==> src/rtl/trng_collector.sv <==
// TRNG bit collector: repetition-count health test, optional von Neumann
// debiasing, LSB-first word packing and a first-word-fall-through word FIFO.
module trng_collector #(
  parameter int unsigned WORD_W     = 32,
  parameter int unsigned FIFO_DEPTH = 4,
  parameter int unsigned REP_LIMIT  = 32,
  parameter bit          DEBIAS     = 1'b1
) (
  input  logic                            clk,
  input  logic                            rst,
  input  logic                            enable,
  input  logic                            random_bit,
  input  logic                            random_valid,
  output logic [WORD_W-1:0]               word_data,
  output logic                            word_valid,
  input  logic                            word_ready,
  output logic [$clog2(FIFO_DEPTH):0]     fifo_count,
  output logic                            health_fail,
  output logic                            overflow,
  input  logic                            clear_fail
);

  localparam int unsigned PTR_W = $clog2(FIFO_DEPTH);
  localparam int unsigned CNT_W = $clog2(FIFO_DEPTH) + 1;
  localparam int unsigned BIT_W = $clog2(WORD_W);
  localparam int unsigned RUN_W = $clog2(REP_LIMIT + 1);

  logic [WORD_W-1:0] acc;
  logic [BIT_W-1:0]  bit_cnt;
  logic [RUN_W-1:0]  run_cnt;
  logic              last_bit;
  logic              have_last;
  logic              pair_valid;
  logic              pair_bit;

  logic [WORD_W-1:0] mem [FIFO_DEPTH];
  logic [PTR_W-1:0]  wr_ptr;
  logic [PTR_W-1:0]  rd_ptr;
  logic [CNT_W-1:0]  count;

  logic              sample;
  logic [RUN_W-1:0]  run_next;
  logic              trip;
  logic              emit;
  logic              emit_bit;
  logic [WORD_W-1:0] acc_next;
  logic              word_done;
  logic              pop;
  logic              full;
  logic              push_ok;

  // Sample qualification, health trip, debias and packing decode
  always_comb begin
    sample    = random_valid & enable & ~health_fail & ~clear_fail;
    run_next  = (have_last && (random_bit == last_bit)) ? run_cnt + RUN_W'(1) : RUN_W'(1);
    trip      = sample & (run_next == RUN_W'(REP_LIMIT));
    emit      = 1'b0;
    emit_bit  = random_bit;
    if (DEBIAS) begin
      emit     = sample & pair_valid & (pair_bit != random_bit) & ~trip;
      emit_bit = pair_bit;
    end else begin
      emit     = sample & ~trip;
    end
    acc_next           = acc;
    acc_next[bit_cnt]  = emit_bit;
    word_done          = emit & (bit_cnt == BIT_W'(WORD_W - 1));
    pop                = (count != CNT_W'(0)) & word_ready;
    full               = (count == CNT_W'(FIFO_DEPTH));
    push_ok            = word_done & (~full | pop);
  end

  // Health test, pair state and word accumulator
  always_ff @(posedge clk or negedge rst) begin
    if (!rst) begin
      acc         <= '0;
      bit_cnt     <= '0;
      run_cnt     <= '0;
      last_bit    <= 1'b0;
      have_last   <= 1'b0;
      pair_valid  <= 1'b0;
      pair_bit    <= 1'b0;
      health_fail <= 1'b0;
    end else begin
      if (clear_fail) begin
        health_fail <= 1'b0;
      end else if (trip) begin
        health_fail <= 1'b1;
      end

      if (clear_fail || !enable || trip) begin
        acc        <= '0;
        bit_cnt    <= '0;
        run_cnt    <= '0;
        have_last  <= 1'b0;
        pair_valid <= 1'b0;
      end else if (sample) begin
        last_bit  <= random_bit;
        have_last <= 1'b1;
        run_cnt   <= run_next;
        if (!pair_valid) begin
          pair_valid <= 1'b1;
          pair_bit   <= random_bit;
        end else begin
          pair_valid <= 1'b0;
        end
        if (emit) begin
          if (word_done) begin
            acc     <= '0;
            bit_cnt <= '0;
          end else begin
            acc     <= acc_next;
            bit_cnt <= bit_cnt + BIT_W'(1);
          end
        end
      end
    end
  end

  // Word FIFO; a full FIFO drops the new word unless the head pops this cycle
  always_ff @(posedge clk or negedge rst) begin
    if (!rst) begin
      for (int i = 0; i < int'(FIFO_DEPTH); i++) begin
        mem[i] <= '0;
      end
      wr_ptr   <= '0;
      rd_ptr   <= '0;
      count    <= '0;
      overflow <= 1'b0;
    end else begin
      if (push_ok) begin
        mem[wr_ptr] <= acc_next;
        wr_ptr      <= wr_ptr + PTR_W'(1);
      end
      if (pop) begin
        rd_ptr <= rd_ptr + PTR_W'(1);
      end
      if (push_ok && !pop) begin
        count <= count + CNT_W'(1);
      end else if (!push_ok && pop) begin
        count <= count - CNT_W'(1);
      end
      if (clear_fail) begin
        overflow <= 1'b0;
      end else if (word_done && full && !pop) begin
        overflow <= 1'b1;
      end
    end
  end

  assign word_data  = mem[rd_ptr];
  assign word_valid = (count != CNT_W'(0));
  assign fifo_count = count;

endmodule

==> config.mk <==
export PLATFORM = sky130hd
export DESIGN_NAME = trng_collector
export DESIGN_NICKNAME = d
export VERILOG_FILES = /design/src/rtl/trng_collector.sv
export SDC_FILE = /design/constraint.sdc
export NUM_CORES = 1
export LEC_CHECK = 0
export ABC_AREA = 1
export BUFFER_PORTS_ARGS = -buffer_cell sky130_fd_sc_hd__buf_2
export CORE_MARGIN = 8
export CORE_UTILIZATION = 55
export CTS_BUF_LIST = sky130_fd_sc_hd__clkbuf_4
export CTS_CLUSTER_DIAMETER = 60
export DETAILED_ROUTE_END_ITERATION = 8
export HOLD_SLACK_MARGIN = 0.02
export MAX_ROUTING_LAYER = met4
export PLACE_DENSITY = 0.7
export SETUP_SLACK_MARGIN = 0.5
export SLEW_MARGIN = 20
export SYNTH_ARGS = -nofsm -noshare
export SYNTH_HDL_FRONTEND = slang
export SYNTH_SLANG_ARGS = --single-unit
==> constraint.sdc <==
create_clock -name clk -period 4.7 [get_ports clk]
set_clock_uncertainty 0.1 [all_clocks]
set_input_delay 0.705 -clock clk [delete_from_list [all_inputs] [get_ports clk]]
set_output_delay 0.705 -clock clk [all_outputs]
set_load 0.005 [all_outputs]
==> out/metrics.yaml, run 1 <==
outcome: "completed"
nets: 1185
grt_pass1_vias: 8207
post-place-ws_ns: 1.38
cp.arrival_ns: 3.72
cts_setup_buffers: 0
cp_max_fo: 19
numCtsBuffers: 17
peakVddDrop_mv: 0.288
fillers: 1535
netlist_area_mm2: 0.00937
io_buffers: 44
dp_hpwl_um: 14800
period_minus_slack_ns: 3.34
initial_core_util_pct: 56.3
cp_num_buf_inv: 2
total_power_mw: 3.65
yosysSeqAreaShare_pct: 49.2
slowest_delay_ns: 0.86
path_class: "flip-flop to flip-flop"
drc: 0
final_common_cell: "nand2_1"
setup_viol: 0
die_x_um: 146
fp.dieH_um: 146
grt_usage_pct: 25.4
final-max-slew-violation-count: 0
powerDensity_mw_per_mm2: 373
r2r-end: "mem[32]"
placementRows: 47
cts.sinks: 184
tightest_slew_ns: 1.09
rsz0062_at_grt: "false"
htreeDepth: 4
grt_pass1_wl_um: 43200
synth.distinct_cells: 27
critPathTopFamily: "simple AND/OR/NAND/NOR gates"
final_cells: 1400
antenna_found_initial: 1
worst_path_max_delay_cell: "nand4_1"
hold_viol_final: 0
gp_congestion: 0.819
ys_seq_elements: 184
cts_buffer_depth: 2
worstSetupEndpointType: "flip-flop"
max_freq_mhz: 300
crit_top_cell: "nand2_1"
cts_resized: 0
r2r_cells: 10
dr.pass1.iters: 8
area_growth_pct: 4.69
layout-drive-gt1-share_pct: 9.33
start_kind: "flip-flop"
syn_nets: 1200
clk_latency_ns: 0.58
wirelength_um: 25900
fin_setup_tns_ns: 0
first_iter_violations: 772
required_ns: 5.08
pin_count: 45
maxCapViolCount: 0
ys_warn_count: 0
routedWlPerCell_um: 18.5
post-route-period-util_pct: 71.0
dieArea_mm2: 0.0215
grt_start_max_net_pins: 95
setup_ws_ns: 1.36
dr_total_vias: 8449
grt_overflow: 0
p_leak_nw: 5.02
clkTransAtPathRegs_ns: 0.15
root_buffer: "clkbuf_4"
slew_headroom_pct: 27.2
fin_util_pct: 58.9
regToRegStartpoint: "bit_cnt[0]"
final_antenna_net_count: 0
ff2ff_setup_slack_ns: 1.36
synth_cells: 1181
cts_tree: "done"
hold_buffers: 0
worstPathCellList: "ha_1 -> nand2_1 -> nor2_1 -> ha_1 -> inv_1 -> nor2_4 -> nand4_1 -> buf_4 -> nand2_1 -> nand2_1"
syn_area_per_cell_um2: 7.93
via_per_inst: 6.04
fp.coreArea_mm2: 0.0166
layout.cells.most_common_list: "nand2_1 (389), dfrtp_1 (183), nand4_1 (171)"
dp_cells: 1367
hold_class: "input pin to asynchronous set/reset pin"
where the power goes:
part           switching (mW)  leakage (nW)  total [mW]  internal [mW]
clock                   0.564         0.127       0.825          0.261
sequential             0.0263          2.56        1.64           1.61
combinational           0.801          2.33        1.19          0.391
per-stage QoR:
stage          area (um^2)  hold WS, ns
2_1_floorplan         9370        0.309
3_3_place_gp          9560        0.347
3_5_place_dp          9560        0.353
4_1_cts               9800        0.118
5_1_grt               9800        0.133
6_report              9800       0.0990
worst max-delay path by stage:
| stage | from | endpoint | slack, ns | cells after the start |
|---|---|---|---|---|
| 4_1_cts | bit_cnt[0] | mem[72] | 1.38 | 10 |
| 2_1_floorplan | clear_fail | fifo_count[2] | 1.81 | 16 |
| 3_5_place_dp | clear_fail | mem[70] | 1.38 | 10 |
| 6_report | bit_cnt[0] | mem[32] | 1.36 | 10 |
| 5_1_grt | bit_cnt[0] | mem[51] | 1.11 | 10 |
| 3_3_place_gp | clear_fail | mem[34] | 1.46 | 10 |
registers in the layout, indices dropped and copies added (netlist names):
register / flops
rd_ptr: 2
acc: 32
run_cnt: 6
health_fail: 1
overflow: 1
have_last: 1
last_bit: 1
mem: 128
pair_valid: 1
fifo_count: 3
bit_cnt: 5
emit_bit: 1
wr_ptr: 2
final cells by class:
cell class                      instances  area (um^2)  area share (%)
Tap cell                              220          275            2.81
Timing Repair Buffer                   65          384            3.92
Multi-Input combinational cell        860         4150            42.3
Sequential cell                       184         4610            47.0
Inverter                               38          143            1.45
Clock buffer                           18          135            1.38
Clock inverter                         14          109            1.11
Antenna cell                            1         2.50          0.0255
metal layers:
layer,GRT usage (%),wire (um),vias to the layer above
met5,-,0,-
met4,8.35,377,0
met3,4.36,1780,37
met2,38.9,12200,333
met1,33.9,11600,4064
li1,-,-,4015
synth_stat cells:
master | n | area, um^2
nand4_1 | 171 | 1070
nor2_2 | 5 | 31.3
inv_1 | 34 | 128
mux2_2 | 1 | 11.3
buf_4 | 1 | 7.51
clkbuf_1 | 59 | 221
a31oi_1 | 14 | 87.6
inv_2 | 4 | 15.0
nor2_1 | 88 | 330
o21ai_0 | 95 | 475
o22ai_1 | 32 | 200
buf_2 | 26 | 130
nand2_1 | 390 | 1460
buf_6 | 9 | 101
mux2i_1 | 1 | 10.0
ha_1 | 11 | 138
dfrtp_1 | 184 | 4600
xor2_1 | 3 | 26.3
o31ai_1 | 7 | 52.6
buf_1 | 4 | 15.0
nand3_2 | 1 | 10.0
nor3_1 | 1 | 5.00
nor2_4 | 2 | 22.5
nand3_1 | 16 | 80.1
xnor2_1 | 1 | 8.76
a21oi_1 | 20 | 100
fa_1 | 1 | 20.0
logic make-up (layout without fill, tap and decap cells):
group | count (synthesis) | count (layout) | share of synthesized area (%)
xor+xnor | 4 | 4 | 0.374
flops | 184 | 184 | 49.2
compound gates | 168 | 168 | 9.78
simple gates | 674 | 674 | 32.2
mux | 2 | 2 | 0.227
buf+inv | 137 | 135 | 6.60
other cells | 0 | 1 | 0
fa+ha+maj | 12 | 12 | 1.68
Power figures use the tool's default switching activity.
==> run 2, diff against run 1 <==
==> constraint.sdc (replaced) <==
create_clock -name clk -period 3.2 [get_ports clk]
set_clock_uncertainty 0.1 [all_clocks]
set_input_delay 0.48 -clock clk [delete_from_list [all_inputs] [get_ports clk]]
set_output_delay 0.48 -clock clk [all_outputs]
set_load 0.005 [all_outputs]
==> out/metrics.yaml, run 2 (synthesized netlist as in run 1, its figures left out) <==
outcome: "completed"
max_freq_mhz: 381
start_kind: "flip-flop"
dp_hpwl_um: 15300  # +3.2%
wirelength_um: 26000  # +0.48%
cts_tree: "done"
io_buffers: 44  # unchanged
pin_count: 45  # unchanged
cts_buffer_depth: 2  # unchanged
final_antenna_net_count: 0  # unchanged
placed_area_mm2: 0.00969  # +1.3%
numCtsBuffers: 17  # unchanged
top_regs: "mem: 128 flops, acc: 32 flops, run_cnt: 6 flops"
layout-drive-gt1-share_pct: 12.9  # +3.5 points
dieArea_mm2: 0.0215  # unchanged
fin_util_pct: 61.8  # +2.9 points
gr-max-usage-layer: "met2"
final_area_mm2: 0.0103  # +4.8%
powerDensity_mw_per_mm2: 567  # +52%
area_growth_pct: 9.77
final_cells: 1426  # +1.9%
use_met1_pct: 35.3  # +1.4 points
clkTransAtPathRegs_ns: 0.15  # about the same
final_common_cell: "nand2_1"
cp_max_fo: 39  # +20
grtUsageMet3_pct: 3.86  # -0.49 points
path_class: "flip-flop to output pin"
hold_ws_ns: 0.0766  # -0.0224 ns
grt_overflow: 0  # unchanged
largest_register: "mem"
cts.sinks: 184  # unchanged
worst_path_max_delay_cell: "dfrtp_2"
largest_register_ffs: 128  # unchanged
antenna_found_initial: 1  # unchanged
grtUsageMet2_pct: 37.7  # -1.2 points
drc: 0  # unchanged
first_iter_violations: 772  # unchanged
via_per_inst: 6.01  # -0.37%
htreeDepth: 4  # unchanged
dr_total_vias: 8574  # +1.5%
total_power_mw: 5.83  # +60%
initial_core_util_pct: 56.3  # unchanged
slowest_delay_ns: 0.48  # -0.38 ns
clk_latency_ns: 0.59  # about the same
grt_pass1_wl_um: 43200  # about the same
maxCapViolCount: 0  # unchanged
period_minus_slack_ns: 2.62
dr.pass1.iters: 6  # -2
fin_setup_tns_ns: 0  # unchanged
nets: 1212  # +2.3%
fp.coreArea_mm2: 0.0166  # unchanged
placementRows: 47  # unchanged
fp.dieH_um: 146  # unchanged
root_buffer: "clkbuf_4"
worstPathCellList: "inv_6 -> buf_12 -> o21ai_0 -> o22ai_1 -> buf_2"
critPathTopFamily: "buffers and inverters"
required_ns: 2.62  # -2.46 ns
cp_num_buf_inv: 3  # +1
cp.arrival_ns: 2.04  # -1.68 ns
final-max-slew-violation-count: 0  # unchanged
tightest_slew_ns: 0.838  # -0.251 ns
worstSetupEndpointType: "output pin"
post-place-ws_ns: 0.323  # -1.06 ns
peakVddDrop_mv: 0.344  # +19%
rsz0062_at_grt: "true"
gp_congestion: 0.872  # +6.4%
p_leak_nw: 5.21  # +3.9%
dp_cells: 1377  # +0.73%
setup_ws_ns: 0.578  # -0.784 ns
layout.cells.most_common_list: "nand2_1 (386), dfrtp_1 (182), nand4_1 (171)"
hold_class: "input pin to flip-flop"
grt_usage_pct: 25.2  # -0.21 points
grt_start_max_net_pins: 132  # +39%
grt_pass1_vias: 8086  # -1.5%
slew_headroom_pct: 44.1  # +17 points
hold_viol_final: 0  # unchanged
setup_viol: 0  # unchanged
die_x_um: 146  # unchanged
post-route-period-util_pct: 81.9
routedWlPerCell_um: 18.3  # -1.3%
## run 2: changes by cell type in the layout (fill, tap and decap cells not counted), sizes merged
cell / change
dlygate4sd3: +3
buf: +24
clkinv: -2
inv: -1
bufinv: +4
clkinvlp: -2
## run 2: cell type report
type,instances,area [um^2]
flip-flops and latches,184,4610
clock inverters,13,201
clock buffers,18,135
diodes,1,2.50
well taps,220,275
repair buffers,92,676
fillers,1500,6360
inverters,38,151
multi-input cells,860,4230
## run 2: path summary, 6_finish.rpt
check                            from            end  slack [ns]  cells past startpoint
max in group asynchronous         rst        acc[22]        1.76                      3
max reg2reg                run_cnt[0]  fifo_count[1]        0.60                     15
min in group asynchronous         rst         mem[7]        0.39                      2
min reg2reg                    acc[4]         acc[4]        0.39                      2
min                        word_ready      rd_ptr[0]        0.08                      3
max                         rd_ptr[0]  word_data[31]        0.58                      5
## run 2: what timing repair did
item | 4_1_cts | 5_1_grt
cloned | 0 | 0
pin swaps | 1 | 11
hold endpoints to repair | 80 | 0
gates resized for setup | 4 | 30
hold buffers | 3 | 0
setup buffers | 3 | 11
endpoints found under the setup margin | 27 | 23
## run 2: power by group
| group | total [mW] | switching (mW) | leakage [nW] | internal, mW |
|---|---|---|---|---|
| Combinational | 1.89 | 1.20 | 2.48 | 0.685 |
| Sequential | 2.42 | 0.0528 | 2.55 | 2.37 |
| Clock | 1.52 | 0.823 | 0.177 | 0.700 |
| Total | 5.83 | 2.08 | 5.21 | 3.75 |
## run 2: worst reg2reg max path: stages, from the launching register on
cell and delay, ns:
dfrtp_2 0.46, ha_4 0.18, inv_1 0.06, nand2_1 0.04
nand2_1 0.08, nand3_1 0.10, nor2_2 0.16, nand3_2 0.10
nor2_4 0.13, nor2_4 0.06, nand2_2 0.09, inv_2 0.05
ha_4 0.14, inv_2 0.07, fa_2 0.43, mux2_2 0.26
## run 2: layer usage
layer  wire (um)  vias up
li1            -     4061
met1       12000     4176
met2       12200      302
met3        1530       35
met4         316        0
met5           0        -
